$ cat src/rtl/fp_mac_pkg.sv
// Shared constants and field helpers for the minifloat MAC processing element.
// Helpers take the field widths as arguments so parameter overrides stay consistent.
package fp_mac_pkg;

  localparam int unsigned EXP_W_DEF  = 3;
  localparam int unsigned FRAC_W_DEF = 4;
  localparam int unsigned WORD_MAX   = 32;

  localparam logic [WORD_MAX-1:0] CANON_ZERO = '0;

  // Exponent bias: 2^(exp_w-1)-1
  function automatic int unsigned bias_of(input int unsigned exp_w);
    return (32'd1 << (exp_w - 32'd1)) - 32'd1;
  endfunction

  // Largest encodable exponent field
  function automatic int unsigned exp_max(input int unsigned exp_w);
    return (32'd1 << exp_w) - 32'd1;
  endfunction

  // Max magnitude without sign: all exponent and fraction bits set
  function automatic logic [WORD_MAX-1:0] max_mag(input int unsigned exp_w,
                                                  input int unsigned frac_w);
    return (WORD_MAX'(1) << (exp_w + frac_w)) - WORD_MAX'(1);
  endfunction

  function automatic logic fld_sign(input logic [WORD_MAX-1:0] w,
                                    input int unsigned exp_w,
                                    input int unsigned frac_w);
    return 1'(w >> (exp_w + frac_w));
  endfunction

  function automatic logic [WORD_MAX-1:0] fld_exp(input logic [WORD_MAX-1:0] w,
                                                  input int unsigned exp_w,
                                                  input int unsigned frac_w);
    return (w >> frac_w) & ((WORD_MAX'(1) << exp_w) - WORD_MAX'(1));
  endfunction

  function automatic logic [WORD_MAX-1:0] fld_frac(input logic [WORD_MAX-1:0] w,
                                                   input int unsigned frac_w);
    return w & ((WORD_MAX'(1) << frac_w) - WORD_MAX'(1));
  endfunction

  // A zero exponent field encodes zero whatever the fraction and sign
  function automatic logic is_zero(input logic [WORD_MAX-1:0] w,
                                   input int unsigned exp_w,
                                   input int unsigned frac_w);
    return fld_exp(w, exp_w, frac_w) == '0;
  endfunction

endpackage

$ cat src/rtl/fp_add_norm.sv
// Stage-2 combinational sign-magnitude adder: align, add/sub, renormalise,
// round (truncate, or round-to-nearest-even when FP_MAC_RNE_EN is defined), saturate.
module fp_add_norm
  import fp_mac_pkg::*;
#(
  parameter  int unsigned EXP_W  = EXP_W_DEF,
  parameter  int unsigned FRAC_W = FRAC_W_DEF,
  localparam int unsigned DATA_W = 1 + EXP_W + FRAC_W
) (
  input  logic [DATA_W-1:0] i_a,
  input  logic [DATA_W-1:0] i_b,
  output logic [DATA_W-1:0] o_sum_c,
  output logic              o_ovf_c
);

  localparam int unsigned SW = FRAC_W + 1;
  localparam int unsigned GW = FRAC_W + 3;
  localparam int unsigned MW = SW + GW;
  localparam int unsigned EW = EXP_W + 2;
  localparam logic signed [EW-1:0] EMAX_S = EW'(exp_max(EXP_W));
  localparam logic signed [EW-1:0] ONE_S  = EW'(1);
  localparam logic [DATA_W-2:0]    MAG_MAX = (DATA_W-1)'(max_mag(EXP_W, FRAC_W));

  logic                 w_sa, w_sb, w_za, w_zb, w_a_big, w_s_big;
  logic [EXP_W-1:0]     w_ea, w_eb, w_e_big, w_e_small, w_shift;
  logic [FRAC_W-1:0]    w_fa, w_fb, w_frac;
  logic [MW-1:0]        w_m_big, w_m_small, w_mask, w_m_al, w_norm;
  logic [MW:0]          w_sum;
  logic signed [EW-1:0] w_exp;
`ifdef FP_MAC_RNE_EN
  logic                 w_guard, w_sticky;
  logic [FRAC_W:0]      w_rnd;
`endif

  assign w_sa = fld_sign(WORD_MAX'(i_a), EXP_W, FRAC_W);
  assign w_sb = fld_sign(WORD_MAX'(i_b), EXP_W, FRAC_W);
  assign w_ea = EXP_W'(fld_exp(WORD_MAX'(i_a), EXP_W, FRAC_W));
  assign w_eb = EXP_W'(fld_exp(WORD_MAX'(i_b), EXP_W, FRAC_W));
  assign w_fa = FRAC_W'(fld_frac(WORD_MAX'(i_a), FRAC_W));
  assign w_fb = FRAC_W'(fld_frac(WORD_MAX'(i_b), FRAC_W));
  assign w_za = is_zero(WORD_MAX'(i_a), EXP_W, FRAC_W);
  assign w_zb = is_zero(WORD_MAX'(i_b), EXP_W, FRAC_W);

  // Align, add, normalise, round and range-check the sum
  always_comb begin
    o_sum_c = DATA_W'(CANON_ZERO);
    o_ovf_c = 1'b0;
    w_a_big = ({w_ea, w_fa} >= {w_eb, w_fb});
    if (w_a_big) begin
      w_s_big   = w_sa;
      w_e_big   = w_ea;
      w_e_small = w_eb;
      w_m_big   = {1'b1, w_fa, {GW{1'b0}}};
      w_m_small = {1'b1, w_fb, {GW{1'b0}}};
    end else begin
      w_s_big   = w_sb;
      w_e_big   = w_eb;
      w_e_small = w_ea;
      w_m_big   = {1'b1, w_fb, {GW{1'b0}}};
      w_m_small = {1'b1, w_fa, {GW{1'b0}}};
    end
    w_shift = w_e_big - w_e_small;
    w_mask  = {MW{1'b1}} << w_shift;
    // Bits shifted out of the smaller operand collapse into a sticky LSB
    w_m_al  = (w_m_small >> w_shift) | MW'(|(w_m_small & ~w_mask));
    if (w_sa == w_sb) w_sum = {1'b0, w_m_big} + {1'b0, w_m_al};
    else              w_sum = {1'b0, w_m_big} - {1'b0, w_m_al};
    w_exp = $signed(EW'(w_e_big));
    if (w_sum[MW]) begin
      w_norm = w_sum[MW:1] | MW'(w_sum[0]);
      w_exp  = w_exp + ONE_S;
    end else begin
      w_norm = w_sum[MW-1:0];
      for (int i = 0; i < int'(GW); i++) begin
        if (!w_norm[MW-1]) begin
          w_norm = w_norm << 1;
          w_exp  = w_exp - ONE_S;
        end
      end
    end
    w_frac = w_norm[MW-2 -: FRAC_W];
`ifdef FP_MAC_RNE_EN
    w_guard  = w_norm[GW-1];
    w_sticky = |w_norm[GW-2:0];
    w_rnd    = {1'b0, w_frac};
    if (w_guard && (w_sticky || w_frac[0])) w_rnd = w_rnd + (FRAC_W+1)'(1);
    w_frac = w_rnd[FRAC_W-1:0];
    if (w_rnd[FRAC_W]) w_exp = w_exp + ONE_S;
`endif
    if (w_za && w_zb)          o_sum_c = DATA_W'(CANON_ZERO);
    else if (w_za)             o_sum_c = i_b;
    else if (w_zb)             o_sum_c = i_a;
    else if (w_norm == '0)     o_sum_c = DATA_W'(CANON_ZERO);
    else if (w_exp > EMAX_S) begin
      o_sum_c = {w_s_big, MAG_MAX};
      o_ovf_c = 1'b1;
    end
    else if (w_exp < ONE_S)    o_sum_c = DATA_W'(CANON_ZERO);
    else                       o_sum_c = {w_s_big, w_exp[EXP_W-1:0], w_frac};
  end

endmodule

$ cat src/rtl/fp_mac_pe.sv
// Minifloat multiply-accumulate PE: stage 1 multiplies, stage 2 accumulates
// through fp_add_norm; operands are forwarded to neighbours one cycle later.
// Define FP_MAC_RNE_EN for round-to-nearest-even instead of truncation.
module fp_mac_pe
  import fp_mac_pkg::*;
#(
  parameter  int unsigned EXP_W  = EXP_W_DEF,
  parameter  int unsigned FRAC_W = FRAC_W_DEF,
  localparam int unsigned DATA_W = 1 + EXP_W + FRAC_W
) (
  input  logic              clk,
  input  logic              rst,
  input  logic              in_valid,
  input  logic              clr,
  input  logic [DATA_W-1:0] ain,
  input  logic [DATA_W-1:0] bin,
  output logic [DATA_W-1:0] apass,
  output logic [DATA_W-1:0] bpass,
  output logic              pass_valid,
  output logic [DATA_W-1:0] out,
  output logic              out_valid,
  output logic              ovf
);

  localparam int unsigned SW = FRAC_W + 1;
  localparam int unsigned PW = 2 * SW;
  localparam int unsigned EW = EXP_W + 2;
  localparam logic signed [EW-1:0] EMAX_S  = EW'(exp_max(EXP_W));
  localparam logic signed [EW-1:0] BIAS_S  = EW'(bias_of(EXP_W));
  localparam logic signed [EW-1:0] ONE_S   = EW'(1);
  localparam logic [DATA_W-2:0]    MAG_MAX = (DATA_W-1)'(max_mag(EXP_W, FRAC_W));

  logic [DATA_W-1:0] r_apass, r_bpass, r_s1_prod, r_acc;
  logic              r_pass_valid, r_s1_valid, r_s1_clr, r_s1_ovf, r_out_valid, r_ovf;

  logic                 w_sa, w_sb, w_za, w_zb, w_prod_ovf, w_add_ovf, w_unused_p;
  logic [EXP_W-1:0]     w_ea, w_eb;
  logic [FRAC_W-1:0]    w_fa, w_fb, w_p_frac;
  logic [PW-1:0]        w_p_raw, w_p_norm;
  logic signed [EW-1:0] w_p_exp;
  logic [DATA_W-1:0]    w_prod, w_sum;
`ifdef FP_MAC_RNE_EN
  logic                 w_guard, w_sticky;
  logic [FRAC_W:0]      w_rnd;
`endif

  assign w_sa = fld_sign(WORD_MAX'(ain), EXP_W, FRAC_W);
  assign w_sb = fld_sign(WORD_MAX'(bin), EXP_W, FRAC_W);
  assign w_ea = EXP_W'(fld_exp(WORD_MAX'(ain), EXP_W, FRAC_W));
  assign w_eb = EXP_W'(fld_exp(WORD_MAX'(bin), EXP_W, FRAC_W));
  assign w_fa = FRAC_W'(fld_frac(WORD_MAX'(ain), FRAC_W));
  assign w_fb = FRAC_W'(fld_frac(WORD_MAX'(bin), FRAC_W));
  assign w_za = is_zero(WORD_MAX'(ain), EXP_W, FRAC_W);
  assign w_zb = is_zero(WORD_MAX'(bin), EXP_W, FRAC_W);

  // Stage-1 multiply: significand product, one-step normalise, round, range-check
  always_comb begin
    w_prod     = DATA_W'(CANON_ZERO);
    w_prod_ovf = 1'b0;
    w_p_raw    = PW'({1'b1, w_fa}) * PW'({1'b1, w_fb});
    w_p_exp    = $signed(EW'(w_ea)) + $signed(EW'(w_eb)) - BIAS_S;
    if (w_p_raw[PW-1]) begin
      w_p_norm = w_p_raw;
      w_p_exp  = w_p_exp + ONE_S;
    end else begin
      w_p_norm = w_p_raw << 1;
    end
    w_p_frac = w_p_norm[PW-2 -: FRAC_W];
`ifdef FP_MAC_RNE_EN
    w_guard  = w_p_norm[PW-2-FRAC_W];
    w_sticky = |w_p_norm[PW-3-FRAC_W:0];
    w_rnd    = {1'b0, w_p_frac};
    if (w_guard && (w_sticky || w_p_frac[0])) w_rnd = w_rnd + (FRAC_W+1)'(1);
    w_p_frac = w_rnd[FRAC_W-1:0];
    if (w_rnd[FRAC_W]) w_p_exp = w_p_exp + ONE_S;
`endif
    if (w_za || w_zb)          w_prod = DATA_W'(CANON_ZERO);
    else if (w_p_exp > EMAX_S) begin
      w_prod     = {w_sa ^ w_sb, MAG_MAX};
      w_prod_ovf = 1'b1;
    end
    else if (w_p_exp < ONE_S)  w_prod = DATA_W'(CANON_ZERO);
    else                       w_prod = {w_sa ^ w_sb, w_p_exp[EXP_W-1:0], w_p_frac};
  end

  // The leading one, and under truncation the dropped tail, are not needed
`ifdef FP_MAC_RNE_EN
  assign w_unused_p = w_p_norm[PW-1];
`else
  assign w_unused_p = ^{w_p_norm[PW-1], w_p_norm[PW-3-FRAC_W:0]};
`endif

  fp_add_norm #(
    .EXP_W  (EXP_W),
    .FRAC_W (FRAC_W)
  ) u_add (
    .i_a     (r_acc),
    .i_b     (r_s1_prod),
    .o_sum_c (w_sum),
    .o_ovf_c (w_add_ovf)
  );

  // Pass-through, stage-1 product register and stage-2 accumulator
  always_ff @(posedge clk) begin
    if (rst) begin
      r_apass      <= '0;
      r_bpass      <= '0;
      r_pass_valid <= 1'b0;
      r_s1_valid   <= 1'b0;
      r_s1_clr     <= 1'b0;
      r_s1_prod    <= '0;
      r_s1_ovf     <= 1'b0;
      r_acc        <= '0;
      r_out_valid  <= 1'b0;
      r_ovf        <= 1'b0;
    end else begin
      r_apass      <= ain;
      r_bpass      <= bin;
      r_pass_valid <= in_valid;
      r_s1_valid   <= in_valid;
      r_s1_clr     <= clr;
      r_s1_prod    <= w_prod;
      r_s1_ovf     <= w_prod_ovf;
      r_out_valid  <= r_s1_valid;
      if (r_s1_valid) begin
        if (r_s1_clr) begin
          r_acc <= r_s1_prod;
          r_ovf <= r_ovf | r_s1_ovf;
        end else begin
          r_acc <= w_sum;
          r_ovf <= r_ovf | r_s1_ovf | w_add_ovf;
        end
      end
    end
  end

  assign apass      = r_apass;
  assign bpass      = r_bpass;
  assign pass_valid = r_pass_valid;
  assign out        = r_acc;
  assign out_valid  = r_out_valid;
  assign ovf        = r_ovf;

endmodule
$ cat config.mk
export PLATFORM = sky130hd
export DESIGN_NAME = fp_mac_pe
export DESIGN_NICKNAME = d
export VERILOG_FILES = /design/src/rtl/fp_mac_pkg.sv /design/src/rtl/fp_add_norm.sv /design/src/rtl/fp_mac_pe.sv
export SDC_FILE = /design/constraint.sdc
export NUM_CORES = 1
export LEC_CHECK = 0
export BUFFER_PORTS_ARGS = -buffer_cell sky130_fd_sc_hd__buf_4
export CAP_MARGIN = 10
export CORE_MARGIN = 5
export CORE_UTILIZATION = 56
export CTS_CLUSTER_DIAMETER = 120
export DETAILED_ROUTE_END_ITERATION = 8
export PLACE_DENSITY = 0.82
export SLEW_MARGIN = 20
export SYNTH_ARGS = -nofsm -noshare
export SYNTH_HDL_FRONTEND = slang
export SYNTH_SLANG_ARGS = --single-unit
$ cat constraint.sdc
create_clock -name clk -period 8.6 [get_ports clk]
set_input_delay 1.29 -clock clk [delete_from_list [all_inputs] [get_ports clk]]
set_output_delay 1.29 -clock clk [all_outputs]
set_load 0.1 [all_outputs]
-- Word-level counts from Yosys, hierarchy flattened
Cells that the tools add are included.
- output and inout port bits: 27
- bits in registers: 37
- bits of input ports: 20
- word-level logic and storage cells: 102
- multipliers: 1
- $lt $le $gt $ge: 5
- multiplexer cells: 52
- shift operators: 2
- eq/ne operators: 2
- add/sub/neg operators: 14
- reduce and logical (&&, ||, !) cells: 10
- bitwise logic cells: 7
- operators with widths (operator ; count):
    two-way mux 12 bit ; 14
    logical NOT 32 bit ; 4
    two-way mux 5 bit ; 15
    two-way mux 8 bit ; 9
    subtractor 5 x 2 -> 5 bit (second input constant) ; 6
    OR 12 x 1 -> 12 bit ; 2
    two-way mux 11 bit ; 2
    adder 12 x 12 -> 13 bit ; 1
    two-way mux 13 bit ; 1
    subtractor 12 x 12 -> 13 bit ; 1
    AND 12 bit ; 1
    logical NOT 12 bit ; 1
    inverter 12 bit ; 1
    OR reduction 12 bit ; 1
    left shift 12 x 3 -> 12 bit (first input constant) ; 1
    right shift 12 x 3 -> 12 bit ; 1
    greater-than comparator 5 x 4 -> 1 bit (second input constant) ; 2
    less-than comparator 5 x 2 -> 1 bit (second input constant) ; 2
    multiplier 5 x 5 -> 10 bit ; 1
    two-way mux 9 bit ; 1
    two-way mux 1 bit ; 8
    >= comparator 7 bit ; 1
    two-way mux 3 bit ; 2
    adder 5 x 2 -> 5 bit (second input constant) ; 1
    13 further kinds ; 14

-- Longest topological paths before layout
- depth after elaboration: 38
- gate-level depth with buffers: 48
- depth with buffers taken out: 41

-- Modules after synthesis
Synthesis repeated with hierarchy kept, for this count alone.
- cells, all modules: 764
- area, all modules: 5695.5 um^2
- modules (own cells, without submodules) (module ; instances ; seq. area each (um^2) ; cells each ; area each (um^2)):
    fp_add_norm ; 1 ; 0.0 ; 503 ; 3374.5
    fp_mac_pe ; 1 ; 740.7 ; 261 ; 2321.0

-- Worst setup path before layout
OpenSTA, ideal clock, no wires.
- kind: register -> register
- start: reg r_acc[0] (netlist: out[0])
- end: reg r_acc[2] (netlist: out[2])
- clock period less this slack: 9242 ps
- stages on the path, launching flop included: 47
- slack: -642 ps
- buffers on the path: 8
- data arrival time: 9125 ps
- data required time: 8483 ps
- library setup time: 117 ps
- cell sequence: dfxtp_1 -> clkbuf_1 -> inv_1 -> ha_1 -> nor2b_1 -> o21ai_2 -> a21o_1 -> buf_4 -> buf_6 -> clkbuf_1 -> nor2_1 -> a21oi_1 -> ha_1 -> buf_2 -> buf_2 -> o21ai_0 -> mux2i_1 -> nand2_1 -> (+11 left out) -> nor4b_1 -> a221oi_1 -> and3_1 -> a221o_2 -> nand2_1 -> buf_4 -> o21ai_0 -> ha_1 -> inv_1 -> a21oi_1 -> ha_1 -> o211ai_1 -> xnor2_1 -> o21a_1 -> o31ai_1 -> a31o_1 -> a21oi_1 -> a22o_1
- cells in the longest elaborated chain, start to end: 38
- elaborated cells on any way between the ends: 62
- classes of those cells: 11 x add/sub; 3 x order compare; 2 x shift; 40 x mux; 4 x bitwise; 2 x reduce/logical
- RTL lines (what ; line ; RTL):
    from (decl) ; fp_mac_pe.sv:33 ; logic [DATA_W-1:0] r_apass, r_bpass, r_s1_prod, r_acc;
    from (signal assigned) ; fp_mac_pe.sv:127 ; r_acc <= r_s1_prod;
    from (signal assigned) ; fp_mac_pe.sv:130 ; r_acc <= w_sum;
    >= comparator 7 bit ; fp_add_norm.sv:48 ; w_a_big = ({w_ea, w_fa} >= {w_eb, w_fb});
    two-way mux 3 bit ; fp_add_norm.sv:49 ; if (w_a_big) begin
    subtractor 3 bit ; fp_add_norm.sv:62 ; w_shift = w_e_big - w_e_small;
    left shift 12 x 3 -> 12 bit ; fp_add_norm.sv:63 ; w_mask = {MW{1'b1}} << w_shift;
    inverter 12 bit ; fp_add_norm.sv:65 ; w_m_al = (w_m_small >> w_shift) | MW'(|(w_m_small & ~w_mask));
    AND 12 bit ; fp_add_norm.sv:65 ;
    OR reduction 12 bit ; fp_add_norm.sv:65 ;
    OR 12 x 1 -> 12 bit ; fp_add_norm.sv:65 ;
    (+22 left out) ; - ;
    less-than comparator 5 x 2 -> 1 bit ; fp_add_norm.sv:98 ; else if (w_exp < ONE_S) o_sum_c = DATA_W'(CANON_ZERO);
    two-way mux 8 bit ; fp_add_norm.sv:98 ;
    two-way mux 8 bit ; fp_add_norm.sv:94 ; else if (w_exp > EMAX_S) begin
    two-way mux 8 bit * ; fp_add_norm.sv:93 ; else if (w_norm == '0) o_sum_c = DATA_W'(CANON_ZERO);
    two-way mux 8 bit * ; fp_add_norm.sv:92 ; else if (w_zb) o_sum_c = i_a;
    two-way mux 8 bit * ; fp_add_norm.sv:91 ; else if (w_za) o_sum_c = i_b;
    two-way mux 8 bit * ; fp_add_norm.sv:90 ; if (w_za && w_zb) o_sum_c = DATA_W'(CANON_ZERO);
    two-way mux 8 bit * ; fp_mac_pe.sv:126 ; if (r_s1_clr) begin
Mark *: on every way between the ends. The rest lies on a longest branch, timed or not. The select of a mux whose other input is x is not followed.
A chain may end at the register's enable or synchronous reset.

-- Worst setup path in the final report
- start: reg r_s1_prod[6]
- end: reg r_acc[2] (netlist: out[2])
- cells in the longest elaborated chain, start to end: 38
- elaborated cells on any way between the ends: 66
- classes of those cells: 11 x add/sub; 3 x order compare; 1 x eq/ne; 2 x shift; 40 x mux; 4 x bitwise; 5 x reduce/logical
- RTL lines (what ; line ; RTL):
    from (decl) ; fp_mac_pe.sv:33 ;
    from (signal assigned) ; fp_mac_pe.sv:122 ; r_s1_prod <= w_prod;
    >= comparator 7 bit ; fp_add_norm.sv:48 ;
    two-way mux 3 bit ; fp_add_norm.sv:49 ;
    subtractor 3 bit ; fp_add_norm.sv:62 ;
    left shift 12 x 3 -> 12 bit ; fp_add_norm.sv:63 ;
    inverter 12 bit ; fp_add_norm.sv:65 ;
    AND 12 bit ; fp_add_norm.sv:65 ;
    OR reduction 12 bit ; fp_add_norm.sv:65 ;
    OR 12 x 1 -> 12 bit ; fp_add_norm.sv:65 ;
    (+22 left out) ; - ;
    less-than comparator 5 x 2 -> 1 bit ; fp_add_norm.sv:98 ;
    two-way mux 8 bit ; fp_add_norm.sv:98 ;
    two-way mux 8 bit ; fp_add_norm.sv:94 ;
    two-way mux 8 bit ; fp_add_norm.sv:93 ;
    two-way mux 8 bit ; fp_add_norm.sv:92 ;
    two-way mux 8 bit ; fp_add_norm.sv:91 ;
    two-way mux 8 bit ; fp_add_norm.sv:90 ;
    two-way mux 8 bit ; fp_mac_pe.sv:126 ;
Parallel ways exist; a longest one is shown, timed or not. The select of a mux whose other input is x is not followed.

==> reports/qor.yml <==
hold_path.class: "register to register"
rows: 34
setup_viol: 0
regArea_um2: 754
fin_crit_sh: 0.932
worst_skew_pair.late_latency_ns: 0.29
crit_fanout: 11
ys_seq_area_frac: 0.147
final.setup.tns_ns: 0
async_flop_share: 0
drt_iter0_markers: 432
root_buffer: "clkbuf_8"
synth_ff_type: "dfxtp_1"
relSlewSlack: 0.489
cpMostUsedCell: "ha_1"
grt_pass1_vias: 4995
r2r-start: "r_s1_prod[6]"
worstPathArrival_ns: 8.21
cp_slowest_stage_delay_ns: 0.46
syn_avg_cell_area_um2: 7.63
die_x_um: 105
grt_pass1_wl_um: 24100
synth_edf_count: 0
yosys_warnings: 0
dr.pass1.iters: 5
grt_use_total: 0.255
ys_ff_latch: 37
drive_gt1_frac: 0.195
gp_congestion: 1.01
drc_errors: 0
finalHoldViolCount: 0
syn-cell-area_um2: 5050
diodes: 0
area_growth_pct: 12.4
routedWlPerCell_um: 18.1
slew_viol_final: 0
hpwl_um: 11200
avgViaCountPerCell: 6.39
crit_path_start: "r_s1_prod[6]"
finalNetCount: 766
multi_input_area_um2: 4020
end_kind: "register"
synth.distinct_cells: 87
critPathKind: "register to register"
cts_buffers: 5
gr-total-overflow: 0
ant_nets: 0
initial_core_util: 0.576
rsz0062_at_grt: "no"
num_io_pins: 47
postSynthCellCount: 662
hold_buffers: 0
die_h_um: 105
timing.hold.ws_ns: 0.521
worst_pin_slew_ns: 0.761
period_minus_slack_ns: 8.02
fmax_ghz: 0.125
layout_common_cells: "buf_4 (62), inv_1 (51), nand2_1 (51)"
cts_buffer_depth: 2
mostFrequentLayoutCell: "buf_4"
cts_tree: "built"
grt_max_degree: 30
vias: 5154
status: "complete, no violations"
htree_levels: 2
grt_antenna_before_repair: 0
die_area_um2: 11000
port_buffers: 46
syn-num-nets: 730
path_clk_slew_ns: 0.08
fill_cells: 759
slowest_stage: "ha_1"
drv_cap: 0
skew_ns: 0.00812
critPathLaunchType: "register"
core_area_um2: 8760
worstPathRequired_ns: 8.79
cts_sinks: 37
holdCritStartpoint: "ovf"
finalWirelength_um: 14600
-- metrics by stage --
step / instances / util / cell area, um2 / setup WS [ns]
6_report: 807 / 0.647 / 5670 / 0.583
5_1_grt: 807 / 0.647 / 5670 / 0.0445
4_1_cts: 803 / 0.635 / 5570 / 0.110
3_5_place_dp: 795 / 0.625 / 5480 / 0.149
3_3_place_gp: 795 / 0.625 / 5480 / 0.516
2_1_floorplan: 662 / - / 5070 / 0.0957
-- Yosys cell counts (5+ instances only) --
cell      number  share of area
nand2_1       52          0.039
inv_1         51          0.038
nor2_1        49          0.036
a21oi_1       48          0.048
o21ai_0       47          0.047
ha_1          38          0.094
dfxtp_1       37           0.15
mux2i_1       25          0.050
xnor2_1       23          0.040
nor3_1        20          0.020
nand3_1       19          0.019
nor2b_1       19          0.024
and2_1        15          0.019
clkbuf_1      15          0.011
a211oi_1      10          0.015
a31oi_1       10          0.012
fa_1          10          0.040
buf_2          9         0.0089
xor2_1         9          0.016
a21o_1         7          0.010
nand2b_1       6         0.0074
o211ai_1       6         0.0089
o31ai_1        6         0.0089
or3_1          6         0.0074
o21a_1         5         0.0074
-- critical path, delay by kind of cell (launching register included) --
family / cells / cell delay, ns
buffers and inverters: 3 / 0.31
AO/OA/AOI/OAI: 18 / 3.37
adder cells (fa/ha/maj): 6 / 1.75
flip-flops: 1 / 0.37
AND/OR/NAND/NOR: 8 / 1.58
XOR/XNOR: 3 / 0.54
-- state kept, by name, summed over array words and instances, names as in the netlist --
signal      cells
apass           8
bpass           8
out             8
out_valid       1
ovf             1
r_s1_clr        1
r_s1_ovf        1
r_s1_prod       8
r_s1_valid      1
-- kinds of logic after synthesis --
logic type,after synthesis,share of synthesized area
AOI/OAI and AO/OA,204,0.294
xor gates and xnor gates,34,0.0632
buffers and inverters,86,0.0716
DFF,37,0.147
muxes,30,0.0622
and+or+nand+nor,223,0.228
adders and majority gates,48,0.134
-- what timing repair did --
action	in CTS	in global routing
endpoints found under the hold margin	0	0
setup endpoints to repair	0	9
gates resized for setup	0	16
buffers inserted	0	4
-- final cells by class --
class	count	area share
Clock buffer	5	0.0121
Inverter	52	0.0344
Multi-Input combinational cell	539	0.709
Timing Repair Buffer	63	0.0840
Clock inverter	3	0.00375
Tap cell	108	0.0238
Sequential cell	37	0.133
-- layer usage --
| layer | global-route usage | share of wire |
|---|---|---|
| met5 | 0 | 0 |
| met4 | 0.0740 | 0.025 |
| met3 | 0.0308 | 0.068 |
| met2 | 0.446 | 0.49 |
| met1 | 0.328 | 0.42 |
-- final timing paths --
path              slack, ns  endpoint  depth (start not counted)
setup / recovery       0.58    out[2]                         38
hold / removal         0.52       ovf                          2
setup reg to reg       0.58    out[2]                         38
hold reg to reg        0.52       ovf                          2
Power is left out: the tool's default activity adds up to more than one toggle a clock period on the data nets, which glitch-free logic cannot reach.
